`src/rtl/button_debounce_if.sv`:
```
// Button conditioning bus: raw pad input toward the debouncer, clean level,
// qualification status and long-press pulse back out.
interface button_debounce_if;
   logic btn_in;
   logic btn_clean;
   logic busy;
   logic long_press;

   // Master owns the raw pad signal and consumes the conditioned outputs.
   modport master (
      output btn_in,
      input  btn_clean,
      input  busy,
      input  long_press
   );

   // Slave is the debouncer itself.
   modport slave (
      input  btn_in,
      output btn_clean,
      output busy,
      output long_press
   );
endinterface

```
`src/rtl/button_debounce.sv`:
```
// Push-button front end: two-flop synchroniser, stability-counter debounce FSM,
// and an optional long-press pulse generator enabled by BTN_LONGPRESS_EN.
module button_debounce #(
   parameter int DEBOUNCE_CYCLES = 1000000,
   parameter int LONG_CYCLES     = 100000000,
   parameter int CNT_W           = $clog2(DEBOUNCE_CYCLES) + 1,
   parameter int LCNT_W          = $clog2(LONG_CYCLES) + 1
) (
   input  logic               clk,
   input  logic               reset,
   button_debounce_if.slave   bus
);

   typedef enum logic [1:0] {
      S_LOW  = 2'd0,
      S_RISE = 2'd1,
      S_HIGH = 2'd2,
      S_FALL = 2'd3
   } state_t;

   localparam logic [CNT_W-1:0] CNT_LAST = CNT_W'(DEBOUNCE_CYCLES - 1);

   generate
      if (DEBOUNCE_CYCLES < 1 || LONG_CYCLES < 1 || CNT_W < 1 || LCNT_W < 1) begin : g_bad_param
         $error("button_debounce: DEBOUNCE_CYCLES and LONG_CYCLES must be >= 1");
      end
   endgenerate

   logic [1:0]       sync_reg;
   logic             btn_sync;
   state_t           state_reg;
   state_t           state_next;
   logic [CNT_W-1:0] cnt_reg;
   logic [CNT_W-1:0] cnt_next;
   logic             clean_reg;
   logic             clean_next;
   logic             busy_reg;
   logic             busy_next;

   // Only the second flop may be observed; the first is allowed to go metastable.
   always_ff @(posedge clk or negedge reset) begin
      if (!reset) begin
         sync_reg <= 2'b00;
      end else begin
         sync_reg <= {sync_reg[0], bus.btn_in};
      end
   end

   assign btn_sync = sync_reg[1];

   always_ff @(posedge clk or negedge reset) begin
      if (!reset) begin
         state_reg <= S_LOW;
         cnt_reg   <= '0;
         clean_reg <= 1'b0;
         busy_reg  <= 1'b0;
      end else begin
         state_reg <= state_next;
         cnt_reg   <= cnt_next;
         clean_reg <= clean_next;
         busy_reg  <= busy_next;
      end
   end

   always_comb begin
      state_next = state_reg;
      cnt_next   = '0;
      case (state_reg)
         S_LOW: begin
            if (btn_sync) begin
               state_next = S_RISE;
            end
         end
         S_RISE: begin
            if (!btn_sync) begin
               state_next = S_LOW;
            end else if (cnt_reg == CNT_LAST) begin
               state_next = S_HIGH;
            end else begin
               cnt_next = cnt_reg + CNT_W'(1);
            end
         end
         S_HIGH: begin
            if (!btn_sync) begin
               state_next = S_FALL;
            end
         end
         S_FALL: begin
            if (btn_sync) begin
               state_next = S_HIGH;
            end else if (cnt_reg == CNT_LAST) begin
               state_next = S_LOW;
            end else begin
               cnt_next = cnt_reg + CNT_W'(1);
            end
         end
         default: begin
            state_next = S_LOW;
         end
      endcase
   end

   // Outputs are registered copies of what the next state implies, so they
   // change on the same edge as the state and never glitch.
   always_comb begin
      clean_next = (state_next == S_HIGH) || (state_next == S_FALL);
      busy_next  = (state_next == S_RISE) || (state_next == S_FALL);
   end

   assign bus.btn_clean = clean_reg;
   assign bus.busy      = busy_reg;

`ifdef BTN_LONGPRESS_EN
   localparam logic [LCNT_W-1:0] LCNT_LAST = LCNT_W'(LONG_CYCLES - 1);

   logic [LCNT_W-1:0] lcnt_reg;
   logic [LCNT_W-1:0] lcnt_next;
   logic              lp_done_reg;
   logic              lp_done_next;
   logic              long_press_reg;
   logic              long_press_next;
   logic              hold_active;

   // A release bounce (S_FALL) still counts as holding the button.
   assign hold_active = (state_reg == S_HIGH) || (state_reg == S_FALL);

   always_ff @(posedge clk or negedge reset) begin
      if (!reset) begin
         lcnt_reg       <= '0;
         lp_done_reg    <= 1'b0;
         long_press_reg <= 1'b0;
      end else begin
         lcnt_reg       <= lcnt_next;
         lp_done_reg    <= lp_done_next;
         long_press_reg <= long_press_next;
      end
   end

   always_comb begin
      lcnt_next       = lcnt_reg;
      lp_done_next    = lp_done_reg;
      long_press_next = 1'b0;
      if (hold_active) begin
         if (lcnt_reg == LCNT_LAST) begin
            if (!lp_done_reg) begin
               long_press_next = 1'b1;
               lp_done_next    = 1'b1;
            end
         end else begin
            lcnt_next = lcnt_reg + LCNT_W'(1);
         end
      end
      // A fresh press or a completed release re-arms the detector.
      if ((state_reg == S_RISE && state_next == S_HIGH) || (state_next == S_LOW)) begin
         lcnt_next    = '0;
         lp_done_next = 1'b0;
      end
   end

   assign bus.long_press = long_press_reg;
`else
   assign bus.long_press = 1'b0;
`endif

endmodule

```
`src/flat_wrapper.sv`:
```
// flat-port wrapper written by rule: the top's interface ports become plain ports
module button_debounce_flat 
#(
   parameter int DEBOUNCE_CYCLES = 1000000,
   parameter int LONG_CYCLES     = 100000000,
   parameter int CNT_W           = $clog2(DEBOUNCE_CYCLES) + 1,
   parameter int LCNT_W          = $clog2(LONG_CYCLES) + 1
)
  (clk, reset, bus_btn_in, bus_btn_clean, bus_busy, bus_long_press);
  button_debounce_if bus_i ();
  input  logic clk;
  input  logic reset;
  input wire logic [$bits(bus_i.btn_in)-1:0] bus_btn_in;
  output wire logic [$bits(bus_i.btn_clean)-1:0] bus_btn_clean;
  output wire logic [$bits(bus_i.busy)-1:0] bus_busy;
  output wire logic [$bits(bus_i.long_press)-1:0] bus_long_press;
  assign bus_i.btn_in = bus_btn_in;
  assign bus_btn_clean = bus_i.btn_clean;
  assign bus_busy = bus_i.busy;
  assign bus_long_press = bus_i.long_press;
  button_debounce #(.DEBOUNCE_CYCLES(DEBOUNCE_CYCLES), .LONG_CYCLES(LONG_CYCLES), .CNT_W(CNT_W), .LCNT_W(LCNT_W)) u_core (.clk(clk), .reset(reset), .bus(bus_i));
endmodule
```
`config.mk`:
```
export PLATFORM = sky130hd
export DESIGN_NAME = button_debounce_flat
export DESIGN_NICKNAME = d
export VERILOG_FILES = /design/src/rtl/button_debounce_if.sv /design/src/rtl/button_debounce.sv /design/src/flat_wrapper.sv
export SDC_FILE = /design/constraint.sdc
export NUM_CORES = 1
export LEC_CHECK = 0
export BUFFER_PORTS_ARGS = -buffer_cell sky130_fd_sc_hd__buf_2
export CAP_MARGIN = 5
export CORE_MARGIN = 1
export CORE_UTILIZATION = 59
export DETAILED_ROUTE_END_ITERATION = 7
export GPL_TIMING_DRIVEN = 0
export PLACE_DENSITY = 0.76
export SYNTH_ARGS = -nofsm -noshare
export SYNTH_HDL_FRONTEND = slang
export SYNTH_SLANG_ARGS = --single-unit
export TNS_END_PERCENT = 50
```
`constraint.sdc`:
```
create_clock -name clk -period 2.1 [get_ports clk]
set_input_delay 0.315 -clock clk [delete_from_list [all_inputs] [get_ports clk]]
set_output_delay 0.315 -clock clk [all_outputs]
set_load 0.1 [all_outputs]
```
## Yosys cells after proc, flatten, opt, wreduce, memory -nomap -nowiden

Index checks and enable logic that the tools add are counted.
Widths: inputs -> output; s select.

| word-level totals | value |
|---|---|
| input bits | 3 |
| word-level logic and storage cells | 27 |
| flip-flop bits (word level) | 27 |

| operators by class | value |
|---|---|
| multiplexer cells | 11 |
| equality and inequality tests | 7 |
| reductions and logical operators | 3 |
| add/subtract/negate cells | 1 |

Operators by type and width:

| kind | count |
|---|---|
| $mux 21 | 3 |
| $pmux 21 s2 | 1 |
| $add 21x1->21 const B | 1 |
| $eq 21x20->1 const B | 1 |
| $mux 2 | 6 |
| $eq 2x2->1 const B | 4 |
| $pmux 2 s4 | 1 |
| $eq 2x1->1 const B | 2 |
| $logic_not 2->1 | 1 |
| $logic_or 1x1->1 | 2 |

## Longest topological paths before layout

| depth | value |
|---|---|
| depth in word-level cells | 6 |
| depth in mapped cells | 6 |

## Least setup slack after synthesis

OpenSTA, ideal clock, no wires.

| path | value |
|---|---|
| kind | register to register |
| from | register u_core.cnt_reg[6] |
| to | register u_core.clean_reg (netlist: u_core.bus.btn_clean) |
| setup slack | 320 ps |
| data required time | 1972 ps |
| clock period less this slack | 1780 ps |
| stages on the path, launching flop included | 5 |
| library setup time | 128 ps |
| arrival time | 1653 ps |
| path through | dfrtp_1 > or4b_4 > nor4b_4 > nand3_2 > mux2_1 |

| between the ends | value |
|---|---|
| longest elaborated chain between the ends | 6 |
| elaborated cells between the ends (all ways) | 9 |
| classes of those cells | eq/ne: 3; mux: 5; reduce/logical: 1 |

Ends and longest elaborated chain:

| what | RTL line | source |
|---|---|---|
| start: declaration | button_debounce.sv:33 | `logic [CNT_W-1:0] cnt_reg;` |
| start signal: assignment | button_debounce.sv:59 | `cnt_reg <= cnt_next;` |
| $eq 21x20->1 * | button_debounce.sv:77, button_debounce.sv:91 |  |
| $mux 2 (on tied branches) | button_debounce.sv:91, button_debounce.sv:77 |  |
| $mux 2 (on tied branches) | button_debounce.sv:89, button_debounce.sv:75 |  |
| $pmux 2 s4 * | button_debounce.sv:68 | `case (state_reg)` |
| $eq 2x2->1 | button_debounce.sv:106 | `clean_next = (state_next == S_HIGH) \|\| (state_next == S_FALL);` |
| $logic_or 1x1->1 * | button_debounce.sv:106 |  |
| named net u_core.clean_next | button_debounce.sv:36 | `logic clean_next;` |
| end signal: assignment | button_debounce.sv:60 | `clean_reg <= clean_next;` |
| end: declaration | button_debounce.sv:35 | `logic clean_reg;` |

The timed path passes the listed nets; every way through them passes the cells marked *.

## Worst setup path after layout

| path | value |
|---|---|
| from | register u_core.cnt_reg[0] |
| to | register u_core.state_reg[1] |

| between the ends | value |
|---|---|
| longest elaborated chain between the ends | 4 |
| elaborated cells between the ends (all ways) | 6 |
| classes of those cells | eq/ne: 1; mux: 5 |

Ends and longest elaborated chain:

| what | RTL line | source |
|---|---|---|
| $eq 21x20->1 * | button_debounce.sv:77, button_debounce.sv:91 |  |
| $mux 2 (on tied branches) | button_debounce.sv:91, button_debounce.sv:77 |  |
| $mux 2 (on tied branches) | button_debounce.sv:89, button_debounce.sv:75 |  |
| $pmux 2 s4 * | button_debounce.sv:68 |  |
| named net u_core.state_next[1] | button_debounce.sv:32 | `state_t state_next;` |
| end signal: assignment | button_debounce.sv:58 | `state_reg <= state_next;` |
| end: declaration | button_debounce.sv:31 | `state_t state_reg;` |

Marks and branches as above.

==> summary.txt <==
Placement
  – Gpl congestion: 0.8099
  – DP HPWL: 1511 um
  – Placed Cells: 150
  – I/O Buffers: 4
  – Dpl cell area: 1316 um^2

Synth
  – Post-Synthesis Cells: 119
  – Avg Cell Area, Syn: 10.61 um^2
  – Post-Syn Area: 1262 um^2
  – Synth top area share: 51.54%
  – Netlist cell types: 32
  – Sequential fraction of the synthesis area: 51.54%
  – FF+latch count, synth: 26
  – Yosys Warn Count: 0
  – Synth Flop Type: dfrtp_1
  – EDFF count, synth: 0
  – Syn Nets: 123
  – Post-synth top cells: dfrtp_1, nor2_1, nand2_1, xor2_1, xnor2_1
  – Post-synth top area cell: dfrtp_1
  – Largest cells by area after synthesis: dfrtp_1, xor2_1, nor2_1
  – Async SR Flop Fraction: 100.0%
  – Most frequent cell after synthesis: dfrtp_1

CTS
  – Total CTS buffers: 3
  – CTS tree: done
  – Clock Sinks: 26
  – Clk slew on worst S/H paths: 0.13 ns
  – H-tree levels: 1
  – Post-CTS Setup Bufs: 0
  – Max Root-Sink Buffers: 2
  – Root Driver: clkbuf_4
  – Worst-Skew Late Latency: 0.32 ns

Critical path
  – Startpoint type of the worst setup path: flip-flop
  – R2r setup slk: 0.16 ns
  – Reg2reg path depth: 5
  – FF-to-FF End: u_core.state_reg[1]
  – Critical path class: reg2reg
  – Kind of end point of the critical path: flip-flop
  – Worst endpoint required time: 2.32 ns
  – RR Startpoint: u_core.cnt_reg[0]
  – Peak fanout along the critical path: 10
  – Arr. time, crit path: 2.16 ns

Min path
  – Hold depth: 1
  – Hold path endpoint: u_core.sync_reg[0]
  – Hold Crit Class: in2reg
  – Min-delay src: bus_btn_in

Floorplanning
  – IO Pins: 6
  – Die Height: 48.26 um
  – Die footprint: 2329 um^2
  – Die width: 48.26 um
  – Cell Rows: 16
  – Initial Utilization: 63.70%
  – Area of the core: 1982 um^2

Timing
  – Max-slew headroom: 63.43%
  – Max Transition Viols Final: 0
  – RSZ-0062 raised after global routing: false
  – Final setup vio count: 0
  – Final hold violation count: 0
  – Fmax: 0.5150 GHz
  – Setup TNS Final: 0 ns
  – Worst Tran Pin Value: 0.5486 ns
  – Final Skew: 0.004993 ns
  – Period utilisation layout: 92.46%
  – Post-route minimum period: 1.942 ns

Routing
  – DRC: 0
  – TritonRoute pass-1 iters: 4
  – Vias per cell: 5.690
  – Via count: 882
  – Drt first-iter violations: 18
  – Remaining antenna violation count: 0
  – Wire per inst: 13.40 um
  – Total Wirelength: 2077 um

Finish
  – Final instance area: 1379 um^2
  – Post-route insts no fill: 155
  – Ant diodes: 0
  – Share of cells above drive strength 1: 11.72%
  – Max FFs per register: 21
  – Area delta synth->final: 9.217%
  – Filler cells: 148
  – Fin nets: 133

Outcome
  – Status: completed

Flow run
  – Max-cap viol count: 0

GRT
  – Initial antenna violation count: 0
  – Vias in the first global route: 801
  – Total GRT Usage: 21.62%
  – Gr ovfl total: 0
  – First-pass GRT wire length: 3394 um
  – Pin count of the biggest net entering global routing: 27

Power and ir drop
  – Pwr/cell area: 643.1 nW/um^2
  – Max VDD drop: 0.0005598 V
  – Static Leak: 0.5642 nW
logic make-up after synthesis:
| group | count (synthesis) | synth area share (%) |
|---|---|---|
| muxes | 2 | 1.784 |
| adders and majority gates | 1 | 0.9909 |
| AOI/OAI and AO/OA | 11 | 5.352 |
| buffers and inverters | 6 | 2.676 |
| DFF | 26 | 51.54 |
| other | 1 | 0.2970 |
| xor gates and xnor gates | 15 | 10.41 |
| and+or+nand+nor | 57 | 26.96 |
cell type report:
cell class | count | area [um^2] | area share, %
sequential | 26 | 650.6 | 47.19
multi-input combinational | 87 | 578.1 | 41.92
tap | 27 | 33.78 | 2.450
clock inverter | 1 | 30.03 | 2.178
timing repair buffer | 5 | 30.03 | 2.178
buffer | 4 | 26.28 | 1.906
clock buffer | 3 | 22.52 | 1.633
inverter | 2 | 7.507 | 0.5445
metrics by stage:
| stage | total power [W] | setup slack (ns) | hold WS (ns) | util, % |
|---|---|---|---|---|
| 2_1_floorplan | 0.0005457 | 0.3198 | 0.01941 | - |
| 3_3_place_gp | 0.0005606 | 0.1587 | 0.3290 | 66.41 |
| 3_5_place_dp | 0.0005618 | 0.1560 | 0.3348 | 66.41 |
| 4_1_cts | 0.0008986 | 0.1381 | 0.07981 | 69.57 |
| 5_1_grt | 0.0009241 | 0.02586 | 0.06665 | 69.57 |
| 6_report | 0.0008868 | 0.1584 | 0.09120 | 69.57 |
critical path, cell delays in order, from the launching register on:
cell     delay (ns)
dfrtp_1        0.41
ha_1           0.19
nand3_1        0.33
nor4_2         0.43
nand3_2        0.16
mux2_1         0.33
where the power goes:
part	internal, W	leakage, nW	switching, W	total, W
Clock	0.000193	0.0279	0.000141	0.000334
Sequential	0.000505	0.355	0.00000342	0.000509
Combinational	0.00000984	0.181	0.0000339	0.0000437
Total	0.000708	0.564	0.000179	0.000887
how the worst max path moves through the flow:
| stage | slack, ns | cells past startpoint | from | to |
|---|---|---|---|---|
| 4_1_cts | 0.14 | 5 | u_core.cnt_reg[0] | u_core.state_reg[1] |
| 3_3_place_gp | 0.16 | 5 | u_core.cnt_reg[0] | u_core.state_reg[1] |
| 3_5_place_dp | 0.16 | 5 | u_core.cnt_reg[0] | u_core.state_reg[1] |
| 2_1_floorplan | 0.32 | 4 | u_core.cnt_reg[6] | u_core.bus.btn_clean |
| 6_report | 0.16 | 5 | u_core.cnt_reg[0] | u_core.state_reg[1] |
| 5_1_grt | 0.03 | 5 | u_core.cnt_reg[0] | u_core.state_reg[1] |
what timing repair did:
action,4_1_cts,5_1_grt
gates resized for setup,0,0
hold endpoints to repair,26,0
hold buffers,1,0
placed cells by master, fill, tap and decap left out, types with 2 or more instances in the layout:
cell type / instances
dfrtp_1: 26
nor2_1: 18
nand2_1: 8
xor2_1: 8
xnor2_1: 7
nand4_1: 6
nand3_1: 5
a21oi_1: 5
and4_1: 4
buf_2: 4
buf_4: 3
clkbuf_4: 3
inv_1: 2
o41ai_1: 2
or4_1: 2
nor3_1: 2
o21ai_0: 2
or3_1: 2
mux2_1: 2
layer usage:
metal | wire length (um) | share of wire, % | vias up | GRT usage, %
met5 | 0 | 0 | - | 0
li1 | - | - | 439 | -
met2 | 970 | 47 | 14 | 34.40
met4 | 42 | 2.0 | 0 | 10.56
met1 | 1021 | 49 | 423 | 27.55
met3 | 42 | 2.0 | 6 | 5.185
Note: power is estimated with default switching activity, not from simulation.
